--- config.mk ---
export PLATFORM = sky130hd
export DESIGN_NAME = sd_sector_sequencer
export DESIGN_NICKNAME = d
export VERILOG_FILES = /design/src/rtl/sd_sector_sequencer.sv
export SDC_FILE = /design/constraint.sdc
export NUM_CORES = 1
export LEC_CHECK = 0
export CAP_MARGIN = 20
export CELL_PAD_IN_SITES_DETAIL_PLACEMENT = 1
export CELL_PAD_IN_SITES_GLOBAL_PLACEMENT = 1
export CORE_MARGIN = 5
export CORE_UTILIZATION = 39
export DETAILED_ROUTE_END_ITERATION = 6
export PLACE_DENSITY_LB_ADDON = 0.1
export SYNTH_ARGS = -nofsm -noshare
export SYNTH_HDL_FRONTEND = slang
export SYNTH_SLANG_ARGS = --single-unit
--- constraint.sdc ---
create_clock -name iCLK -period 4.2 [get_ports iCLK]
set_input_delay 0.84 -clock iCLK [delete_from_list [all_inputs] [get_ports iCLK]]
set_output_delay 0.84 -clock iCLK [all_outputs]
set_load 0.02 [all_outputs]
--- src/rtl/sd_sector_sequencer.sv ---
// Single-sector transfer sequencer between the CPU side and the byte-wide SD SPI controller.
// Each transfer moves SECTOR_BYTES bytes between the controller and a 512x8 sector buffer, and every wait state is guarded by a watchdog.
//
// state      | meaning
// -----------+-----------------------------------------------------------
// S_IDLE     | waiting for start
// S_WAIT_RDY | waiting for the controller to be ready for a command
// S_ISSUE    | holding sd_rd/sd_wr until the controller drops sd_ready
// S_RD_DATA  | writing controller bytes into the buffer
// S_WR_PRE   | priming sd_din with buffer byte 0, prefetching byte 1
// S_WR_DATA  | feeding buffer bytes to the controller
// S_FINISH   | waiting for the controller to finish the CRC/busy phase
module sd_sector_sequencer #(
   parameter int BYTE_ADDRESSING = 1,
   parameter int TIMEOUT_CYCLES  = 5000000,
   parameter int SECTOR_BYTES    = 512
) (
   input  logic        iCLK,
   input  logic        reset_n,
   input  logic        start,
   input  logic        rw,
   input  logic [31:0] sector,
   output logic        busy,
   output logic        done,
   output logic        error,
   input  logic        sd_ready,
   output logic        sd_rd,
   output logic        sd_wr,
   output logic [31:0] sd_address,
   input  logic [7:0]  sd_dout,
   input  logic        sd_byte_available,
   output logic [7:0]  sd_din,
   input  logic        sd_ready_for_next_byte,
   output logic [8:0]  buf_addr,
   output logic [7:0]  buf_wdata,
   output logic        buf_we,
   input  logic [7:0]  buf_rdata
);

   localparam int TW = (TIMEOUT_CYCLES > 1) ? $clog2(TIMEOUT_CYCLES) : 1;
   localparam logic [TW-1:0] T_LAST = TW'(TIMEOUT_CYCLES - 1);
   localparam logic [9:0]    C_LAST = 10'(SECTOR_BYTES - 1);

   typedef enum logic [2:0] {
      S_IDLE, S_WAIT_RDY, S_ISSUE, S_RD_DATA, S_WR_PRE, S_WR_DATA, S_FINISH
   } state_t;

   state_t        state, state_nx;
   logic          rw_q, rw_nx;
   logic          busy_nx, done_nx, error_nx, rd_nx, wr_nx, we_nx;
   logic [31:0]   addr_nx;
   logic [7:0]    din_nx, wdata_nx;
   logic [8:0]    baddr_nx;
   logic [9:0]    count, count_nx;
   logic [TW-1:0] tcount, tcount_nx;
   logic          avail_q, rfnb_q;
   logic          pre_wait, pre_nx;
   logic          reload, reload_nx;
   logic          avail_rise, rfnb_rise;
   logic          counting, timed_out, byte_evt;

   assign avail_rise = sd_byte_available & ~avail_q;
   assign rfnb_rise  = sd_ready_for_next_byte & ~rfnb_q;
   assign counting   = (state == S_WAIT_RDY) || (state == S_ISSUE) ||
                       (state == S_RD_DATA) || (state == S_WR_DATA) ||
                       (state == S_FINISH);
   assign timed_out  = counting && (tcount == T_LAST);

   always_comb begin
      state_nx  = state;
      rw_nx     = rw_q;
      busy_nx   = busy;
      done_nx   = 1'b0;
      error_nx  = error;
      rd_nx     = sd_rd;
      wr_nx     = sd_wr;
      addr_nx   = sd_address;
      din_nx    = sd_din;
      baddr_nx  = buf_addr;
      wdata_nx  = buf_wdata;
      we_nx     = 1'b0;
      count_nx  = count;
      pre_nx    = pre_wait;
      reload_nx = 1'b0;
      byte_evt  = 1'b0;
      case (state)
         S_IDLE: begin
            if (start) begin
               rw_nx    = rw;
               addr_nx  = (BYTE_ADDRESSING != 0) ? {sector[22:0], 9'b0} : sector;
               error_nx = 1'b0;
               busy_nx  = 1'b1;
               count_nx = '0;
               state_nx = S_WAIT_RDY;
            end
         end
         S_WAIT_RDY: begin
            if (sd_ready) begin
               rd_nx    = ~rw_q;
               wr_nx    = rw_q;
               state_nx = S_ISSUE;
            end
         end
         S_ISSUE: begin
            if (!sd_ready) begin
               rd_nx    = 1'b0;
               wr_nx    = 1'b0;
               count_nx = '0;
               if (rw_q) begin
                  baddr_nx = '0;
                  pre_nx   = 1'b0;
                  state_nx = S_WR_PRE;
               end else begin
                  state_nx = S_RD_DATA;
               end
            end
         end
         S_RD_DATA: begin
            if (avail_rise) begin
               byte_evt = 1'b1;
               we_nx    = 1'b1;
               baddr_nx = count[8:0];
               wdata_nx = sd_dout;
               count_nx = count + 10'd1;
               if (count == C_LAST) state_nx = S_FINISH;
            end
         end
         // Address 0 was presented on entry; buffer data is valid one cycle later.
         S_WR_PRE: begin
            if (!pre_wait) begin
               pre_nx = 1'b1;
            end else begin
               din_nx   = buf_rdata;
               baddr_nx = 9'd1;
               state_nx = S_WR_DATA;
            end
         end
         S_WR_DATA: begin
            if (reload) begin
               din_nx   = buf_rdata;
               baddr_nx = buf_addr + 9'd1;
            end
            if (rfnb_rise) begin
               byte_evt  = 1'b1;
               reload_nx = 1'b1;
               count_nx  = count + 10'd1;
               if (count == C_LAST) state_nx = S_FINISH;
            end
         end
         S_FINISH: begin
            if (sd_ready) begin
               done_nx  = 1'b1;
               busy_nx  = 1'b0;
               state_nx = S_IDLE;
            end
         end
         default: state_nx = S_IDLE;
      endcase
      if (timed_out) begin
         state_nx  = S_IDLE;
         error_nx  = 1'b1;
         busy_nx   = 1'b0;
         done_nx   = 1'b0;
         rd_nx     = 1'b0;
         wr_nx     = 1'b0;
         we_nx     = 1'b0;
         reload_nx = 1'b0;
      end
      if ((state_nx != state) || byte_evt || !counting) tcount_nx = '0;
      else                                              tcount_nx = tcount + 1'b1;
   end

   always_ff @(posedge iCLK) begin
      if (!reset_n) begin
         state      <= S_IDLE;
         rw_q       <= 1'b0;
         busy       <= 1'b0;
         done       <= 1'b0;
         error      <= 1'b0;
         sd_rd      <= 1'b0;
         sd_wr      <= 1'b0;
         sd_address <= '0;
         sd_din     <= '0;
         buf_addr   <= '0;
         buf_wdata  <= '0;
         buf_we     <= 1'b0;
         count      <= '0;
         tcount     <= '0;
         avail_q    <= 1'b0;
         rfnb_q     <= 1'b0;
         pre_wait   <= 1'b0;
         reload     <= 1'b0;
      end else begin
         state      <= state_nx;
         rw_q       <= rw_nx;
         busy       <= busy_nx;
         done       <= done_nx;
         error      <= error_nx;
         sd_rd      <= rd_nx;
         sd_wr      <= wr_nx;
         sd_address <= addr_nx;
         sd_din     <= din_nx;
         buf_addr   <= baddr_nx;
         buf_wdata  <= wdata_nx;
         buf_we     <= we_nx;
         count      <= count_nx;
         tcount     <= tcount_nx;
         avail_q    <= sd_byte_available;
         rfnb_q     <= sd_ready_for_next_byte;
         pre_wait   <= pre_nx;
         reload     <= reload_nx;
      end
   end

endmodule

==> summary.txt <==
Number of global-route vias before repair: 3975
CTS Sinks: 95
Mean post-synth cell area: 8.67 um^2
GR met2 Demand/Resource: 30.4%
Die area: 13600 um^2
Worst-path maximum fanout: 16
Layout area overhead: 29.7%
Tmin final: 2820 ps
TritonCTS Buffers: 9
Final Slew Violations: 0
Synth area leaders: dfxtp_1 43%, nand2_1 7.5%, a21boi_0 5.6%
Share of layout cells above drive strength 1: 7.28%
Worst hold slack: 465 ps
Critical path class: in2reg
Seq cells post-synth: 95
Final ANT Viol Nets: 0
Max-Cap Viols: 0
Hold-fix buffers at CTS: 0
Reg clk slew, reported paths: 60 ps
Final clock skew: 7.10 ps
Pwr/cell area: 350 nW/um^2
Sequential share of the synthesized area: 42.9%
Die width: 117 um
Fill cells: 1320
Global-route wire length before repair: 19500 um
CTS tree: yes
Routed vias/inst: 5.12
Post-synth top area share: 42.9%
Static Leak: 1.94 nW
Final worst-path cycle share: 67.2%
RSZ-0062 raised after global routing: no
Achievable frequency: 354 MHz
Status: completed
Initial Util: 39.3%
Largest net degree at the start of global routing: 30
Die Height: 117 um
Final Core Density: 51.0%
Required time of the critical path: 4480 ps
Arr. time, crit path: 3100 ps
GR Util met1: 21.7%
Fin. Hold Viols: 0
Io pins: 118
DRT Wirelength: 12000 um
DRT iter0 DRCs: 138
Yosys warning total: 0
Residual DRC: 0
Critical path endpoint category: flip-flop
Worst rel slew slack: 34.8%
Post-synthesis async set-or-reset flop share: 0%
Post-synth top flop: dfxtp_1
Latest clock arrival within the worst-skew pair: 340 ps
Worst reg2reg setup slack: 1430 ps
CTS H-tree lvls: 3
Type of the worst min-delay path: reg2reg
GR peak layer: met2
Drt first pass iters: 4
Placed wire-length estimate: 8710 um
CTS resizes: 0
Total power: 2.01 mW
M3 GR Usage: 5.34%
CP startpoint kind: primary input
CTS Buffer Depth: 2
Peak supply drop: 0.215 mV
Gr usage total: 18.0%
# nets final: 658
Core box area: 11300 um^2
Area leader, netlist: dfxtp_1
Setup repair bufs after CTS: 0
Post-synth EDFFs: 0
Syn Std Cell Area: 4430 um^2
Row count: 39
WL/cell: 16.1 um
Post-Syn Instances: 511
Antenna cells: 0
Antenna violations before repair: 0
Synth cell types: 55
Final setup violating endpoints: 0
Port bufs: 99
GR Overflow Total: 0
Worst-Margin Slew: 975 ps
Total negative slack: 0 ps
RD Place Congestion: 0.845
Clock Tree Root: clkbuf_16
Routed via count: 3826
-- worst max-delay path: stages --
cell	delay, ps
clkdlybuf4s50_1	550
nor2b_1	260
a311o_2	400
o2111a_1	180
a2111oi_4	330
o21ai_2	210
buf_8	210
nor2_1	110
-- placed cells by master (no fill, tap or decap), types with 5 or more instances in the layout --
cell	netlist	layout
mux2i_1	12	12
conb_1	1	9
and3_1	8	8
nand3_1	23	23
inv_1	5	5
nor2_2	10	10
clkdlybuf4s50_1	0	99
a22oi_1	9	9
nand2_1	89	89
dfxtp_1	95	95
clkbuf_16	0	9
nor3_1	16	15
xor2_1	16	16
nor2b_1	18	18
nand4_1	8	8
a21oi_1	17	17
xnor2_1	21	21
nor2_1	47	47
a21boi_0	33	33
and2_1	6	6
-- sequential cells by signal (all words and copies together) (netlist names) --
| name | cells |
|---|---|
| avail_q | 1 |
| buf_addr | 9 |
| buf_wdata | 8 |
| buf_we | 1 |
| busy | 1 |
| count | 10 |
| done | 1 |
| error | 1 |
| pre_wait | 1 |
| reload | 1 |
| rfnb_q | 1 |
| rw_q | 1 |
| sd_address | 23 |
| sd_din | 8 |
| sd_rd | 1 |
| sd_wr | 1 |
| state | 3 |
| tcount | 23 |
-- per-layer routing --
layer  vias up  share of wire, %
li1       1901                 -
met1      1827                43
met2        83                49
met3        15               6.1
met4         0               1.9
met5         -                 0
-- final timing paths --
path / to / start / cells after the start
max reg2reg: tcount[13]$_SDFF_PP0_ / state[2]$_SDFF_PN0_ / 7
min reg2reg: sd_address[18]$_SDFFE_PN0P_ / sd_address[18]$_SDFFE_PN0P_ / 2
min: sd_address[18]$_SDFFE_PN0P_ / sd_address[18]$_SDFFE_PN0P_ / 2
max: tcount[13]$_SDFF_PP0_ / sd_ready / 8
-- cells in the mapped netlist, types with 2 or more instances --
cell type and instances:
a21boi_0 33, a21oi_1 17, a22oi_1 9, a2bb2oi_1 2, and2_1 6, and3_1 8, and4_1 2, buf_2 5
buf_4 10, buf_6 4, clkbuf_1 13, dfxtp_1 95, ha_1 3, inv_1 5, mux2i_1 12, nand2_1 89
nand3_1 23, nand4_1 8, nor2_1 47, nor2_2 10, nor2b_1 18, nor3_1 16, nor4_1 4, o21ai_0 3
o221ai_2 2, o2bb2ai_1 3, xnor2_1 21, xor2_1 16
-- report_power, final --
group | total (mW) | switching [mW] | internal (mW)
Combinational | 0.261 | 0.141 | 0.120
Sequential | 0.961 | 0.0320 | 0.929
Clock | 0.793 | 0.338 | 0.454
Total | 2.01 | 0.511 | 1.50
-- through the flow --
step / worst slack, ps / cell area, um^2 / cells
after floorplan: 1930 / 4460 / 519
after global placement: 790 / 5450 / 731
after detailed placement: 680 / 5450 / 731
after CTS: 1030 / 5730 / 746
after global routing: 1240 / 5750 / 747
final: 1380 / 5750 / 747
-- cells by family (layout without fill, tap and decap cells) --
group,Yosys count,count (layout),synth area share [%]
buffers and inverters,40,125,5.39
muxes,13,13,2.97
DFF,95,95,42.9
AOI/OAI and AO/OA,82,82,14.2
xor gates and xnor gates,37,37,7.31
other,1,9,0.0846
and+or+nand+nor,240,240,26.3
adders and majority gates,3,3,0.847
-- layout make-up --
cell class,instances,area [um^2],area share (%)
Timing Repair Buffer,104,1040,18.0
Multi-Input combinational cell,384,2320,40.4
Tap cell,143,179,3.11
Inverter,6,27.5,0.479
Clock inverter,5,50.0,0.871
Sequential cell,95,1900,33.1
Clock buffer,10,229,3.98
Power figures use the tool's default switching activity.
